**src/rtl/uart_cmd_pkg.sv**
```systemverilog
// Shared constants for the UART command decoder: command codes, direction
// arguments, the default sync byte and the frame-parser state encoding.
package uart_cmd_pkg;

  localparam logic [7:0] DEFAULT_SYNC_BYTE = 8'hA5;

  localparam logic [7:0] CMD_DIR   = 8'h01;
  localparam logic [7:0] CMD_START = 8'h02;
  localparam logic [7:0] CMD_PAUSE = 8'h03;
  localparam logic [7:0] CMD_RESET = 8'h04;

  localparam logic [7:0] DIR_UP      = 8'h00;
  localparam logic [7:0] DIR_DOWN    = 8'h01;
  localparam logic [7:0] DIR_LEFT    = 8'h02;
  localparam logic [7:0] DIR_RIGHT   = 8'h03;
  localparam logic [7:0] DIR_RELEASE = 8'hFF;

  localparam logic [1:0] ST_WAIT_SYNC = 2'd0;
  localparam logic [1:0] ST_GET_CMD   = 2'd1;
  localparam logic [1:0] ST_GET_ARG   = 2'd2;
  localparam logic [1:0] ST_GET_CHK   = 2'd3;

  // A frame is executable when its command is known and, for DIR, its argument is legal.
  function automatic logic cmd_is_legal(input logic [7:0] cmd, input logic [7:0] arg);
    logic legal;
    legal = 1'b0;
    case (cmd)
      CMD_DIR:                        legal = (arg <= DIR_RIGHT) || (arg == DIR_RELEASE);
      CMD_START, CMD_PAUSE, CMD_RESET: legal = 1'b1;
      default:                        legal = 1'b0;
    endcase
    return legal;
  endfunction

endpackage

```
**src/rtl/uart_cmd_decoder_cmd_timer.sv**
```systemverilog
// Reloadable down-counter: load starts it at CYCLES, stop idles it, and
// expired is high for the single cycle in which a running count sits at 0.
module cmd_timer #(
  parameter int unsigned CYCLES = 1000
) (
  input  logic clk,
  input  logic rst,
  input  logic load,
  input  logic stop,
  output logic expired
);

  localparam int W = $clog2(CYCLES + 1);

  logic [W-1:0] count;
  logic         running;

  // load has priority over stop; an expired timer idles itself unless reloaded
  always_ff @(posedge clk or posedge rst) begin
    if (rst) begin
      count   <= '0;
      running <= 1'b0;
    end else if (load) begin
      count   <= W'(CYCLES);
      running <= 1'b1;
    end else if (stop) begin
      count   <= '0;
      running <= 1'b0;
    end else if (running) begin
      if (count == '0) running <= 1'b0;
      else             count   <= count - W'(1);
    end
  end

  assign expired = running && (count == '0);

endmodule

```
**src/rtl/uart_cmd_decoder.sv**
```systemverilog
// Parses SYNC/CMD/ARG/CHK frames from the UART byte stream into Pac-Man
// control signals, with inter-byte timeout and direction auto-release.
module uart_cmd_decoder
  import uart_cmd_pkg::*;
#(
  parameter logic [7:0]  SYNC_BYTE      = DEFAULT_SYNC_BYTE,
  parameter int unsigned TIMEOUT_CYCLES = 1000000,
  parameter int unsigned HOLD_CYCLES    = 5000000
) (
  input  logic       clk,
  input  logic       rst,
  input  logic [7:0] rx_data,
  input  logic       rx_valid,
  output logic [1:0] dir,
  output logic       dir_active,
  output logic       start_pulse,
  output logic       pause,
  output logic       game_reset_pulse,
  output logic       frame_ok,
  output logic       err_pulse,
  output logic [7:0] err_count
);

  logic [1:0] state, next_state;
  logic [7:0] cmd_reg, arg_reg;
  logic       tmo_load, tmo_stop, tmo_expired;
  logic       hold_load, hold_stop, hold_expired;
  logic       frame_good, frame_bad, timeout_err;

  cmd_timer #(.CYCLES(TIMEOUT_CYCLES)) u_byte_timer (
    .clk     (clk),
    .rst     (rst),
    .load    (tmo_load),
    .stop    (tmo_stop),
    .expired (tmo_expired)
  );

  cmd_timer #(.CYCLES(HOLD_CYCLES)) u_hold_timer (
    .clk     (clk),
    .rst     (rst),
    .load    (hold_load),
    .stop    (hold_stop),
    .expired (hold_expired)
  );

  // A received byte always takes precedence over a timeout in the same cycle.
  always_comb begin
    next_state  = state;
    tmo_load    = 1'b0;
    tmo_stop    = 1'b0;
    frame_good  = 1'b0;
    frame_bad   = 1'b0;
    timeout_err = 1'b0;
    case (state)
      ST_WAIT_SYNC: begin
        if (rx_valid && (rx_data == SYNC_BYTE)) begin
          next_state = ST_GET_CMD;
          tmo_load   = 1'b1;
        end
      end
      ST_GET_CMD, ST_GET_ARG: begin
        if (rx_valid) begin
          next_state = (state == ST_GET_CMD) ? ST_GET_ARG : ST_GET_CHK;
          tmo_load   = 1'b1;
        end else if (tmo_expired) begin
          next_state  = ST_WAIT_SYNC;
          timeout_err = 1'b1;
        end
      end
      default: begin
        if (rx_valid) begin
          next_state = ST_WAIT_SYNC;
          tmo_stop   = 1'b1;
          if ((rx_data == (cmd_reg ^ arg_reg)) && cmd_is_legal(cmd_reg, arg_reg))
            frame_good = 1'b1;
          else
            frame_bad = 1'b1;
        end else if (tmo_expired) begin
          next_state  = ST_WAIT_SYNC;
          timeout_err = 1'b1;
        end
      end
    endcase
  end

  assign hold_load = frame_good && (cmd_reg == CMD_DIR) && (arg_reg <= DIR_RIGHT);
  assign hold_stop = frame_good && (((cmd_reg == CMD_DIR) && (arg_reg == DIR_RELEASE)) ||
                                    (cmd_reg == CMD_RESET));

  always_ff @(posedge clk or posedge rst) begin
    if (rst) begin
      state   <= ST_WAIT_SYNC;
      cmd_reg <= '0;
      arg_reg <= '0;
    end else begin
      state <= next_state;
      if (rx_valid && (state == ST_GET_CMD)) cmd_reg <= rx_data;
      if (rx_valid && (state == ST_GET_ARG)) arg_reg <= rx_data;
    end
  end

  // Game-control outputs; a fresh DIR frame beats a simultaneous hold expiry.
  always_ff @(posedge clk or posedge rst) begin
    if (rst) begin
      dir              <= '0;
      dir_active       <= 1'b0;
      start_pulse      <= 1'b0;
      pause            <= 1'b0;
      game_reset_pulse <= 1'b0;
      frame_ok         <= 1'b0;
      err_pulse        <= 1'b0;
      err_count        <= '0;
    end else begin
      start_pulse      <= frame_good && (cmd_reg == CMD_START);
      game_reset_pulse <= frame_good && (cmd_reg == CMD_RESET);
      frame_ok         <= frame_good;
      err_pulse        <= frame_bad || timeout_err;
      if ((frame_bad || timeout_err) && (err_count != 8'hFF))
        err_count <= err_count + 8'd1;
      if (frame_good && (cmd_reg == CMD_PAUSE))
        pause <= ~pause;
      else if (frame_good && (cmd_reg == CMD_RESET))
        pause <= 1'b0;
      if (hold_load) begin
        dir        <= arg_reg[1:0];
        dir_active <= 1'b1;
      end else if (hold_stop || hold_expired) begin
        dir_active <= 1'b0;
      end
    end
  end

endmodule

```
**config.mk**
```make
export PLATFORM = sky130hd
export DESIGN_NAME = uart_cmd_decoder
export DESIGN_NICKNAME = d
export VERILOG_FILES = /design/src/rtl/uart_cmd_pkg.sv /design/src/rtl/uart_cmd_decoder_cmd_timer.sv /design/src/rtl/uart_cmd_decoder.sv
export SDC_FILE = /design/constraint.sdc
export NUM_CORES = 1
export LEC_CHECK = 0
export CAP_MARGIN = 20
export CORE_MARGIN = 2
export CORE_UTILIZATION = 59
export DETAILED_ROUTE_END_ITERATION = 16
export PLACE_DENSITY = 0.8
export REMOVE_ABC_BUFFERS = 1
export SLEW_MARGIN = 10
export SYNTH_ARGS = -nofsm -noshare
export SYNTH_HDL_FRONTEND = slang
export SYNTH_SLANG_ARGS = --single-unit
```
**constraint.sdc**
```tcl
create_clock -name clk -period 3.1 [get_ports clk]
set_input_delay 0.465 -clock clk [delete_from_list [all_inputs] [get_ports clk]]
set_output_delay 0.465 -clock clk [all_outputs]
set_load 0.01 [all_outputs]
```
Yosys cells after proc, flatten, opt, wreduce, memory -nomap -nowiden
Cells that the tools add are included.
{ "word_totals": {"word_cells": 106, "ff_bits": 79} }
{ "classes": {"eq_ne": 13, "addsub": 3, "mux": 42, "order_cmp": 1, "bitwise": 2, "n_reduce_logical": 30} }
{ "op_table": {"columns": ["op", "n"], "rows": [
  ["2-to-1 mux 23 bit", 4],
  ["2-to-1 mux 20 bit", 4],
  ["2-to-1 mux 1 bit", 27],
  ["zero test 23 bit", 1],
  ["subtractor 23 x 1 -> 23 bit, second input constant", 1],
  ["zero test 20 bit", 1],
  ["subtractor 20 x 1 -> 20 bit, second input constant", 1],
  ["equality test 8 x 2 -> 1 bit, second input constant", 2],
  ["equality test 8 bit, second input constant", 2],
  ["logical AND 1 bit", 14],
  ["adder 8 x 1 -> 8 bit, second input constant", 1],
  ["equality test 8 x 1 -> 1 bit, second input constant", 1],
  ["equality test 8 x 3 -> 1 bit, second input constant", 1],
  ["equality test 8 bit", 1],
  ["less-or-equal comparator 8 x 2 -> 1 bit, second input constant", 1],
  ["2-to-1 mux 2 bit", 4],
  ["inequality test 8 bit, second input constant", 1],
  ["XOR 8 bit", 1],
  ["inequality test 3 bit, second input constant", 2],
  ["nonzero test 3 bit", 2],
  ["OR reduction 3 bit", 2],
  ["logical OR 1 bit", 4],
  ["one-hot mux 1 bit (2 select lines)", 2],
  ["one-hot mux 2 bit (2 select lines)", 1],
  ["8 further kinds", 10]
]} }

Longest topological paths before layout
Gate-level depths: netlist of the first run.
{ "logic_depth": {"depth_word": 13, "ltp_mapped": 9, "ltp_nobuf": 8} }

Hierarchy
From an unflattened synthesis of the first run, not the netlist that was laid out.
{ "unflattened": {"cells_unflattened": 445, "hier_area_um2": 4461.8} }
{ "modules_own_cells": {"columns": ["module", "cells_each", "n_inst", "area_each_um2", "seq_area_each_um2"], "rows": [
  ["uart_cmd_decoder", 150, 1, 1771.7, 850.8],
  ["cmd_timer (u_hold_timer)", 142, 1, 1358.8, 600.6],
  ["cmd_timer (u_byte_timer)", 153, 1, 1331.3, 525.5]
]} }

Worst setup path after synthesis of the first run
OpenSTA, ideal clock, no wires.
{ "synth_path": {"path_kind": "register -> register", "start": "register arg_reg[3]", "end": "register dir[0]", "setup_slack_ns": 0.771, "t_required_ns": 2.975, "path_buffers": 0, "period_less_slack_ns": 2.329, "stages_incl_launch_ff": 7, "setup_ns": 0.125, "arrival_time_ns": 2.204, "path_cell_list": "dfrtp_1 -> nor4_4 -> a311oi_1 -> a2111oi_4 -> nand2_2 -> or4_4 -> mux2_4"} }
{ "synth_via": {"elab_chain_len": 11, "word_cells_on_any_way": 14, "classes_between": "order compare: 1; eq/ne: 2; mux: 6; bitwise: 1; reduce/logical: 4"} }
{ "synth_lines": {"columns": ["item", "line", "text"], "rows": [
  ["start, declared", "uart_cmd_decoder.sv:25", "logic [7:0] cmd_reg, arg_reg;"],
  ["start signal, assigned", "uart_cmd_decoder.sv:98", "if (rx_valid && (state == ST_GET_ARG)) arg_reg <= rx_data;"],
  ["less-or-equal comparator 8 x 2 -> 1 bit / equality test 8 bit (equally long branches)", "uart_cmd_pkg.sv:28, uart_cmd_decoder.sv:86", null],
  ["logical OR 1 bit", "uart_cmd_pkg.sv:28", "CMD_DIR: legal = (arg <= DIR_RIGHT) || (arg == DIR_RELEASE);"],
  ["one-hot mux 1 bit (2 select lines)", "uart_cmd_pkg.sv:27", "case (cmd)"],
  ["2-to-1 mux 1 bit", "uart_cmd_decoder.sv:71", "if (rx_valid) begin"],
  ["2-to-1 mux 1 bit", "uart_cmd_decoder.sv:54", "case (state)"],
  ["logical AND 1 bit", "uart_cmd_decoder.sv:74", "if ((rx_data == (cmd_reg ^ arg_reg)) && cmd_is_legal(cmd_reg, arg_reg))"],
  ["2-to-1 mux 1 bit", "uart_cmd_decoder.sv:74", null],
  ["2-to-1 mux 1 bit", "uart_cmd_decoder.sv:71", null],
  ["2-to-1 mux 1 bit", "uart_cmd_decoder.sv:54", null],
  ["logical AND 1 bit", "uart_cmd_decoder.sv:86", "assign hold_load = frame_good && (cmd_reg == CMD_DIR) && (arg_reg <= DIR_RIGHT);"],
  ["logical AND 1 bit *", "uart_cmd_decoder.sv:86", null],
  ["end signal, assigned", "uart_cmd_decoder.sv:125", "dir <= arg_reg[1:0];"],
  ["end, declared", "uart_cmd_decoder.sv:14", "output logic [1:0] dir,"]
]} }
Mark *: on every way between the ends. The rest lies on a longest branch, timed or not. The select of a mux whose other input is x is not followed.
A chain may end at the register's enable or synchronous reset.

Worst setup path in the final report of the first run
{ "layout_path": {"start": "register u_byte_timer.count[10]", "end": "register u_byte_timer.count[8]"} }
{ "layout_via": {"elab_chain_len": 3} }
{ "layout_lines": {"columns": ["item", "line", "text"], "rows": [
  ["start, declared", "uart_cmd_decoder_cmd_timer.sv:15", "logic [W-1:0] count;"],
  ["start signal, assigned", "uart_cmd_decoder_cmd_timer.sv:24", "count <= W'(CYCLES);"],
  ["start signal, assigned", "uart_cmd_decoder_cmd_timer.sv:31", "else count <= count - W'(1);"],
  ["zero test 20 bit", "uart_cmd_decoder_cmd_timer.sv:30", "if (count == '0) running <= 1'b0;"],
  ["inequality test 3 bit (no line)", null, null],
  ["AND reduction 2 bit (no line)", null, null]
]} }
Every way passes these cells.

==> reports/summary.md, run 1 <==
The fraction of synthesis flops using an asynchronous set or reset pin works out to 100%. The library cell used most frequently in the layout, excluding fill and tap cells, is dfrtp_1. In this run the horizontal extent of the chip is 87.8 microns. Area of the core: 0.00679 sq mm. The clock passes through at most 2 buffers.

The logs give 0 for the number of hold-slack violations in the final timing report and 0 for the final number of max-transition violations. Summing the areas of all compound-gate instances in the mapped netlist gives 7.52% of the synthesized area. Clock latency on the worst-skew pair, taken at its later pin, is 0.36 ns. The post-synthesis xor/xnor area fraction is 13.9%. The fmax came out at 398 MHz. The number of cells traversed by the worst register-to-register path came out at 6. The worst register-to-register path begins at u_byte_timer.count[10]. The maximum fanout encountered on the critical timing path came out at 5. After clock tree synthesis, the clock-pin slew on the worst setup and hold paths is 0.09 ns. The tools report the slack of the worst reg-to-reg path as 0.59 ns.

The most used flip-flop cell after synthesis is dfrtp_1. In the final timing run, aggregate negative setup slack is 0 ns. In this run the tightest slew margin relative to its limit is 45.4%.

The root buffer cell chosen for the clock tree is clkbuf_8. The number of violations reported at the end of detailed-routing iteration 0 is 140, and the antenna diode count is 0. For the initial antenna violation count, the log shows 0. For the post-route cell area, the log shows 0.00478 sq mm.

The proportion of layout cells with a drive suffix above 1 works out to 13.6%. The hold-fix buffer count after cts was 0. The post-synthesis cell count is 380. For this run, the post-layout net count is 433. In the final routed layout, each cell accounts on average for 16.0 microns.

Via count of the first global-routing pass: 3065. After detailed placement, the total cell area comes to 0.00455 sq mm. For this design the ratio of total power to cell area is 776 mW/mm^2. The worst setup path is launched from a register. The area of the multi-input gates was 0.00209 sq mm; the count of flip-flops with a built-in enable after synthesis was 0.

The die is 87.8 microns tall. The tools report the final core utilization as 70.3%. The flow ran to the end, and the final reports show no timing, DRC or antenna violations. The flip-flop count of the largest register, all copies and words added came out at 23. The library cells used most frequently in the layout, excluding fill and tap cells, are dfrtp_1, nor2_1, clkdlybuf4s50_1, xnor2_1, o21ai_0.

Gates resized during post-CTS repair numbered 0. Clock buffer count from CTS: 9. 27 I/O pins were placed.

The run gives 0.865 as the final estimated routing congestion in global placement. The post-route worst setup slack was 0.589 ns; the total wire length after detailed routing was 8.27 mm. For this configuration, the core starts out at a cell density of 61.0%. The logs give 44 for the largest net degree at the start of global routing and 79 for the total clock sinks. The number of maximum-capacitance violations is 0, and the number of placement rows is 30. The final route contains 2950 vias. Across the VDD grid, the largest voltage drop is 0.538 mV. After Yosys synthesis, full adders, half adders and majority gates account for 2.11% of the synthesized area.

Data arrives at the worst endpoint at 2.75 ns. Across the whole layout, storage elements account for 0.00198 sq mm. Buffers placed on the I/O ports in this run total 26. The critical register-to-register path endpoint is u_byte_timer.count[8]. Setup repair after global routing left no endpoint under its margin.

The synthesized design contains 79 register bits. The run gives 24.1% as the total routing usage reported by global routing. The logs give 0 for the number of buffers inserted by post-CTS setup repair and 0.00771 sq mm for the die footprint. The remaining antenna violation count after routing was 0. In the final layout, the registers with the most flip-flops are u_hold_timer.count (23), u_byte_timer.count (20).

The run gives 3.33 ns as the data required time of the critical path. Before CTS, the worst setup slack after placement is 0.239 ns. The synthesis-to-finish area growth works out to 15.3%.

The run gives 516 as the number of cells in the finished layout apart from fillers. The synthesized netlist devotes 21.6% of its cell area to simple gates. The first detailed-routing pass ran for 4 iterations. The worst setup path is captured at a register. Between clock sinks in the finished design, the worst skew comes to 0.00942 ns. After legalization and detailed placement, the total HPWL measured 5.61 mm. Summed over all cells, the static leakage comes to 0.00192 uW. For the share of synthesized area occupied by flip-flops and latches, the log shows 47.7%. During synthesis, Yosys emitted a total of 0 warnings. In the routed design, unresolved DRC markers number 0.

After synthesis, the largest family of logic cells by area is simple AND/OR/NAND/NOR gates. Global routing finished with a remaining overflow of 0. The via-per-instance ratio is 5.72, and the number of setup violations in the final report is 0. Maximum level of the CTS H-tree: 3. The mapped cell area is 0.00414 sq mm, and the count of distinct cell types in the synthesized netlist is 52.

The tools report the wire length of the first global-routing pass as 14.3 mm. After layout, the worst path uses 81.0% of the clock period. The mean area per synthesized cell was 10.9 sq um.

In this run the worst hold path is classified as in2async. TritonCTS built the clock tree. The tools report the number of placed instances with taps included as 500.

Counting flops per register, the top entry is u_hold_timer.count. After synthesis, the share of cell area in mux cells is 5.35%. Type of the worst setup path: reg2reg. Slew at the pin closest to its max-slew limit: 0.816 ns. Counting the fill cells in the layout gives 508.

The shortest period the worst path allows came out at 2.51 ns.
area by class of cell:
type                    count  share of cell area (%)
clock buffers              10                    2.88
repair buffers             32                    6.65
well taps                  96                    2.51
flip-flops and latches     79                    41.4
inverters                  11                   0.890
clock inverters             6                    1.94
multi-input cells         282                    43.8
cells by family (layout without fill, tap and decap cells):
| logic type | after synthesis | count (layout) |
|---|---|---|
| XOR/XNOR | 53 | 53 |
| AO/OA/AOI/OAI | 46 | 46 |
| buffers and inverters | 19 | 59 |
| flip-flops | 79 | 79 |
| adder cells (fa/ha/maj) | 7 | 7 |
| multiplexers | 19 | 19 |
| AND/OR/NAND/NOR | 157 | 157 |
Yosys cell counts (2+ instances only):
| library cell | number | area [sq um] |
|---|---|---|
| a211oi_1 | 2 | 15.0 |
| a21oi_1 | 5 | 25.0 |
| a311oi_1 | 2 | 17.5 |
| a31oi_1 | 3 | 18.8 |
| and2_1 | 4 | 25.0 |
| and3_1 | 7 | 43.8 |
| and4_1 | 3 | 26.3 |
| clkbuf_1 | 5 | 18.8 |
| clkbuf_2 | 2 | 10.0 |
| dfrtp_1 | 79 | 1980 |
| ha_1 | 7 | 87.6 |
| inv_1 | 11 | 41.3 |
| mux2_2 | 17 | 191 |
| mux2_4 | 2 | 30.0 |
| nand2_1 | 19 | 71.3 |
| nand2b_1 | 5 | 31.3 |
| nand3_1 | 17 | 85.1 |
| nand3b_1 | 5 | 37.5 |
| nand4_1 | 3 | 18.8 |
| nand4b_1 | 3 | 26.3 |
| nor2_1 | 40 | 150 |
| nor2b_1 | 6 | 37.5 |
| nor3_1 | 14 | 70.1 |
| nor4_1 | 12 | 75.1 |
| o21ai_0 | 22 | 110 |
| o21ai_2 | 2 | 17.5 |
| o31ai_1 | 2 | 15.0 |
| or2_2 | 2 | 12.5 |
| or4_1 | 5 | 37.5 |
| or4_4 | 2 | 22.5 |
| xnor2_1 | 25 | 219 |
| xnor3_1 | 8 | 180 |
| xor2_1 | 20 | 175 |
stage by stage:
step / power, uW / hold WS, ns
2_1_floorplan: 2480 / 0.502
3_3_place_gp: 2750 / 0.480
3_5_place_dp: 2810 / 0.484
4_1_cts: 3720 / 0.499
5_1_grt: 3950 / 0.532
6_report: 3710 / 0.497
worst max-delay path by stage:
| stage | slack, ns | start | end |
|---|---|---|---|
| final | 0.59 | u_byte_timer.count[10] | u_byte_timer.count[8] |
| after floorplan | 0.61 | rst | arg_reg[0] |
| after global placement | 0.27 | rx_data[1] | dir[0] |
| after CTS | 0.57 | u_byte_timer.count[10] | u_byte_timer.count[8] |
| after detailed placement | 0.24 | rx_data[6] | dir[0] |
| after global routing | 0.44 | u_hold_timer.count[9] | u_hold_timer.count[7] |
where the power goes:
group	internal [uW]	total [uW]	switching [uW]
Clock	479	883	404
Sequential	1290	1600	311
Combinational	640	1220	579
Total	2410	3710	1290
worst max-delay path, cell delays in order (launching register included):
cell      delay (ns)
dfrtp_1         0.43
or4_1           0.62
or4b_2          0.70
o211ai_1        0.31
nor3_1          0.10
xnor2_1         0.16
nor2_1          0.05
metal layers:
metal	routed length [microns]	GRT usage [%]	vias to the layer above
met4	211	12.3	0
li1	-	-	1419
met1	3740	31.2	1468
met2	4080	39.1	46
met3	243	4.15	17
met5	0	0	-
(Power assumes the default switching activity.)
==> run 2: changes to the inputs <==
==> constraint.sdc (replaced) <==
create_clock -name clk -period 2.45 [get_ports clk]
set_input_delay 0.3675 -clock clk [delete_from_list [all_inputs] [get_ports clk]]
set_output_delay 0.3675 -clock clk [all_outputs]
set_load 0.01 [all_outputs]
==> run 2 against run 1 <==
Effect of this change: first-iteration DRC count increased by 44%; clock power is 30% higher; hold slack got worse by 0.11 ns; worst setup slack lost 0.53 ns; clock skew increased by 0.0012 ns; via count increased by 2.3%; flip-flop and latch count is the same; die area is the same; design area grew 4.8%; count of clock-buffer cells in the layout unchanged; total power increased by 30%; global-route usage is 1.3 points lower.
==> reports/summary.md, run 2 (synthesis results as in run 1) <==
Dividing total power by cell area gives a power density of 966 mW/mm^2. Static timing analysis puts the maximum clock frequency at 418 MHz. In the routed design, unresolved DRC markers number 0. At the pin with the least slew margin, the transition time is 0.752 ns.

The routed design has 8.11 mm of wire. 0 antenna diodes ended up in the layout. Cells fill 73.7% of the core in the end. The setup path with the least slack is of type reg2reg. The run finished with clean final reports. The final number of max-transition violations is 0, and the maximum VDD drop is 0.550 mV.

For the final estimated routing congestion in global placement, the log shows 0.831. In this run, placement finished with an instance count of 524. STA puts the critical path data arrival time at 2.63 ns.

The die footprint was 0.00771 sq mm. Measured in cells, the most critical reg-to-reg path has a length of 6. Top layer reached by signal wires: met4. Dividing the detail-routed via count by the number of cells gives 5.59. Global routing consumed, over all layers together, 22.8% of the routing resources. The initial antenna violation count is 0. After layout, the minimum clock period comes to 2.39 ns.

The met1 wire length was 3.71 mm; the number of maximum-capacitance violations was 0. Summing over every cut layer, the via total after detailed routing is 3019. Adding up every negative setup slack in the final design gives 0 ns. The first global-routing pass estimated 13.7 mm of wire. The signal on the critical path passes through or4_1, or4b_2, o211ai_1, nor3_1, xnor2_1, nor2_1.

The clock network is responsible for 23.7% of the overall power. The first TritonRoute pass finished after 4 iterations. The clock slew at the register clock pins of the worst setup and hold paths is 0.09 ns. Category of cells accounting for the largest share of critical-path delay: simple AND/OR/NAND/NOR gates. Of the total power, combinational logic draws 34.8%.

The leakage power was 0.00206 uW; the synthesis-to-finish area growth was 20.8%. The run gives 0 as the hold-fix buffer count after cts. Counting buffers and inverters, the worst setup path is 6 cells deep.

For the area of the core, the log shows 0.00679 sq mm. In this run, CTS created clock tree buffers numbering 9. Summing all placed instances gives a cell area of 0.00474 sq mm. The tools report the number of top-level pins as 27.

The tools report the number of hold-slack violations in the final timing report as 0. The maximum single-stage delay on the critical path was 0.71 ns; the number of violations reported at the end of detailed-routing iteration 0 was 201. The post-route cell area is 0.00501 sq mm.

TritonCTS built the clock tree. The internal power is 3230 uW, and the total buffers and inverters traversed by the critical path is 0. Number of port buffers: 26. Sequential cells burn 41.5% of the power. The worst setup path is launched from a register.

The logs give 1600 uW for the total net switching power and 0 for the number of buffers inserted by post-CTS setup repair. For the met2 wire length, the log shows 4.09 mm. No sink is reached through more buffers than the 2 on the longest clock path.

For the via count of the first global-routing pass, the log shows 2976. The placed wire-length estimate came out at 5.77 mm. The class of the tightest hold or removal check is in2async. The remaining global-route overflow is 0, and the worst slack on hold paths is 0.387 ns. Net switching is 33.2% of the power. For the clock latency reported for the late side of the worst-skew pair, the log shows 0.35 ns. The initialized floorplan defines 30 standard-cell rows. From bottom edge to top edge, the die measures 87.8 microns. Between clock sinks in the finished design, the worst skew comes to 0.0106 ns. The detailed route wirelength on metal3 is 181 microns, and the largest net degree at the start of global routing is 36. Buffer type at the clock tree root: clkbuf_8. The number of cells in the finished layout apart from fillers was 540; the remaining antenna violation count after routing was 0. The cell at the slowest stage of the critical path is or4b_2.

The total number of nets in the final design was 457. The tools report the number of setup violations in the final report as 0. Counting flops per register, the top entry is u_hold_timer.count. At the worst endpoint, the required time is 2.69 ns.

After detailed routing, the average wire length per cell comes to 15.0 microns. For this configuration, the core starts out at a cell density of 61.0%. The maximum level of the CTS H-tree was 3. The library cell used most frequently in the layout, excluding fill and tap cells, is dfrtp_1. Setup repair after global routing could not meet its margin everywhere.

The top cell types in the final layout, fill and taps aside, are dfrtp_1, nor2_1, buf_4, clkdlybuf4s50_1, xnor2_1. In the finished design, the share of the clock period the worst path needs comes to 97.7%. The flip-flop count of the largest register, all copies and words added came out at 23. The proportion of layout cells with a drive suffix above 1 works out to 18.7%. The tools report the endpoint class of the critical path as a register.

Worst slew slack as a fraction of its limit: 49.6%. From left edge to right edge, the die measures 87.8 microns. The largest registers in the layout are u_hold_timer.count (23), u_byte_timer.count (20). The clock net in this run drives a total of 79 sinks. Of all nets on the critical path, the largest fanout is 3.
## run 2: cell type report
type | count | area (sq um)
clock buffers | 10 | 128
well taps | 96 | 120
flip-flops and latches | 79 | 1980
fillers | 478 | 1790
clock inverters | 6 | 109
repair buffers | 56 | 510
multi-input cells | 282 | 2120
inverters | 11 | 42.5
## run 2: what timing repair did
| action | 4_1_cts | 5_1_grt |
|---|---|---|
| resized for setup | 0 | 5 |
| endpoints found under the setup margin | 0 | 15 |
| endpoints found under the hold margin | 0 | 0 |
## run 2: worst paths after layout
path | endpoint | slack, ns | from
worst max-delay path | u_byte_timer.count[8] | 0.06 | u_byte_timer.count[10]
worst min-delay path | u_hold_timer.count[16] | 0.39 | rst
worst max register to register | u_byte_timer.count[8] | 0.06 | u_byte_timer.count[10]
worst min register to register | err_count[6] | 0.52 | err_count[6]
max in group asynchronous | u_byte_timer.count[1] | 1.46 | rst
min in group clk | err_count[6] | 0.52 | err_count[6]
## run 2: metrics by stage
step / worst slack (ns) / power (uW)
3_5_place_dp: -0.213 / 3680
4_1_cts: 0.0729 / 4840
5_1_grt: -0.0303 / 5120
3_3_place_gp: -0.159 / 3600
2_1_floorplan: 0.0394 / 3140
6_report: 0.0567 / 4830
## run 2: per-layer routing
metal / vias up / GRT usage, %
met2: 43 / 38.2
met3: 14 / 3.11
met4: 0 / 9.65
met1: 1491 / 29.8
li1: 1471 / -
met5: - / 0
## run 2: power groups by stage
stage | clock (uW) | sequential (uW) | combinational (uW)
4_1_cts | 1160 | 2000 | 1670
3_3_place_gp | 0 | 2010 | 1590
6_report | 1150 | 2010 | 1680
3_5_place_dp | 0 | 2020 | 1660
2_1_floorplan | 0 | 1960 | 1180
5_1_grt | 1210 | 2060 | 1850
==> run 3: changes to the inputs <==
--- a/config.mk
+++ b/config.mk
@@ -7,9 +7,8 @@
 export LEC_CHECK = 0
 export CAP_MARGIN = 20
 export CORE_MARGIN = 2
-export CORE_UTILIZATION = 59
+export CORE_UTILIZATION = 35
 export DETAILED_ROUTE_END_ITERATION = 16
-export PLACE_DENSITY = 0.8
 export REMOVE_ABC_BUFFERS = 1
 export SLEW_MARGIN = 10
 export SYNTH_ARGS = -nofsm -noshare
==> run 3 against run 2 <==
Effect of this change: worst setup slack gained 0.047 ns; design area grew 2.9%; clock power grew 16%; sequential power about the same; register-to-register slack improved by 0.05 ns; combinational power up 2%; total power is 4.8% higher.
==> reports/summary.md, run 3 (synthesis results as in run 1) <==
The run finished with clean final reports. After floorplanning, the core was divided into 39 placement rows. The total net switching power was 1670 uW; the effective utilization at floorplan was 36.1%.

The floorplan step defined a die boundary enclosing 0.0127 sq mm. In this run, the combinational gates consume 33.9% of the power. The shortest period the worst path allows was 2.35 ns. After detailed routing, the number of remaining DRC violations is 0.

The largest registers in the layout are u_hold_timer.count (23), u_byte_timer.count (20). Relative to the synthesized area, the layout overhead comes to 24.3%. Derived from the worst setup path, the maximum achievable clock frequency is 426 MHz. The worst clock skew is 0.00741 ns. For the via count of the first global-routing pass, the log shows 3002. Post-route worst setup slack: 0.104 ns. The leakage power was 0.00209 uW; the number of port buffers was 26. Setup repair after global routing left no endpoint under its margin.

Summing over every cut layer, the via total after detailed routing is 2989. The detailed-route wire length per cell was 14.4 microns; the power density normalized to cell area was 984 mW/mm^2. For this run, global-route usage on met2 was measured as 21.8%.

The cell sitting at the root of the clock tree is a clkbuf_16. Data on the critical path is required at its endpoint by 2.68 ns. 0 antenna diodes ended up in the layout.

The tightest min-delay check is of the in2async type. Entering global routing, the biggest net connects 40 pins. The number of clock buffers added by TritonCTS is 9. The proportion of layout cells with a drive suffix above 1 works out to 19.5%. The library cell used most frequently in the layout, excluding fill and tap cells, is dfrtp_1.

The run gives 3400 uW as the internal power. The top cell types in the final layout, fill and taps aside, are dfrtp_1, nor2_1, buf_4, clkdlybuf4s50_1, xnor2_1. Clock-pin slew was measured on the worst setup and hold paths at 0.06 ns. The number of violations reported at the end of detailed-routing iteration 0 is 122, and the wire length of the first global-routing pass is 14.7 mm. At the end of routability-driven placement, the weighted congestion stood at 0.773. Dividing the detail-routed via count by the number of cells gives 5.07. Clock tree synthesis found a total of 79 sinks. The die extent in x is 113 microns, and the sum of negative setup slack is 0 ns. The endpoint class of the critical path is a register. The critical path is of the reg2reg type. Across the run, the number of max-cap violations was 0. The global routing met1 resource utilization was 20.0%. The part of the total power dissipated in the clock network was 26.2%. The maximum fanout encountered on the critical timing path was 4; the number of setup violations in the final report was 0. The placed wire-length estimate is 6.10 mm.

TritonCTS built the clock tree. The tools report the total routing usage reported by global routing as 14.3%. The maximum VDD drop is 0.718 mV. Register with the most flip-flops: u_hold_timer.count. The area of the core came out at 0.0115 sq mm. The slew at the pin closest to its max-slew limit works out to 0.718 ns. The remaining global-route overflow is 0, and the worst setup slack after placement is -0.237 ns.

Once layout is done, the placed cells without fillers occupy 0.00515 sq mm. STA classifies the critical path startpoint as a register. Of the total power, registers draw 39.9%. The clock reaches the later pin of the worst-skew pair after 0.34 ns. The H-tree was split into 3 levels. The register with the most flip-flops in the layout has 23 of them. Measured on the finished design, the core utilization comes to 44.9%. Data on the critical path arrives at its endpoint at 2.57 ns. The run gives 5 as the total iterations of the first detailed-routing run.

The met3 track demand over resource was 2.84%; the total number of nets in the final design was 461. The proportion of total power due to net switching was 33.0%; the chip height was 113 microns. The placed instances occupy a cell area of 0.00482 sq mm. The total wire length after detailed routing is 8.47 mm.

The final number of max-transition violations is 0. Headroom to the max-slew limit came out at 52.1%. The post-route fraction of the period consumed by the critical path was 95.8%.

Pin placement for this block handled 27 I/O pins. Counting along the longest clock path gives a buffer depth of 2. Most utilized layer in the global route result: met2. The initial antenna violation count was 0; the remaining antenna violation count after routing was 0.

For the number of hold-slack violations in the final timing report, the log shows 0.
[run 3: cell count changes in the layout (fill, tap and decap cells not counted), sizes merged]
cell	change
clkinvlp	+2
bufinv	-2
clkinv	-3
clkbuf	+1
buf	+4
[run 3: path summary, 6_finish.rpt]
path	start	to	slack, ns	depth (start not counted)
worst max-delay path	arg_reg[3]	dir[0]	0.10	6
max in group asynchronous	rst	state[0]	1.40	3
worst min-delay path	rst	u_hold_timer.count[5]	0.44	2
worst max register to register	arg_reg[3]	dir[0]	0.10	6
worst min register to register	err_count[6]	err_count[6]	0.50	1
min in group clk	err_count[6]	err_count[6]	0.50	1
[run 3: critical path, stage by stage (launching register included)]
cell and delay, ns:
dfrtp_1 0.43, xnor3_1 0.39, nand4_1 0.15, a2111oi_4 0.39
nand2_2 0.10, or4_4 0.46, mux2_4 0.31
[run 3: timing repair]
item / in CTS / in global routing
buffers inserted: 0 / 1
hold buffers: 0 / 0
endpoints found under the setup margin: 0 / 19
resized for setup: 0 / 7
[run 3: through the flow]
step | std cells | total power, uW | hold slack [ns]
2_1_floorplan | 372 | 3140 | 0.502
3_3_place_gp | 574 | 3670 | 0.486
3_5_place_dp | 574 | 3730 | 0.493
4_1_cts | 588 | 5090 | 0.473
5_1_grt | 589 | 5390 | 0.522
6_report | 589 | 5070 | 0.439
[run 3: power by group through the flow]
stage	sequential (uW)	combinational (uW)	clock (uW)
2_1_floorplan	1960	1180	0
3_3_place_gp	2010	1660	0
3_5_place_dp	2030	1700	0
4_1_cts	2020	1710	1360
5_1_grt	2080	1910	1400
6_report	2020	1720	1330
[run 3: area by class of cell]
class                           count  area [sq um]
Fill cell                        1027          6320
Multi-Input combinational cell    282          2120
Sequential cell                    79          1980
Timing Repair Buffer               60           541
Clock buffer                       11           243
Tap cell                          143           179
Clock inverter                      3          45.0
Inverter                           11          42.5
[run 3: per-layer routing]
metal	wire length (microns)	share of wire, %	vias to the layer above
met5	0	0	-
met4	133	1.6	0
met3	268	3.2	12
met2	3890	46	38
met1	4180	49	1454
li1	-	-	1485
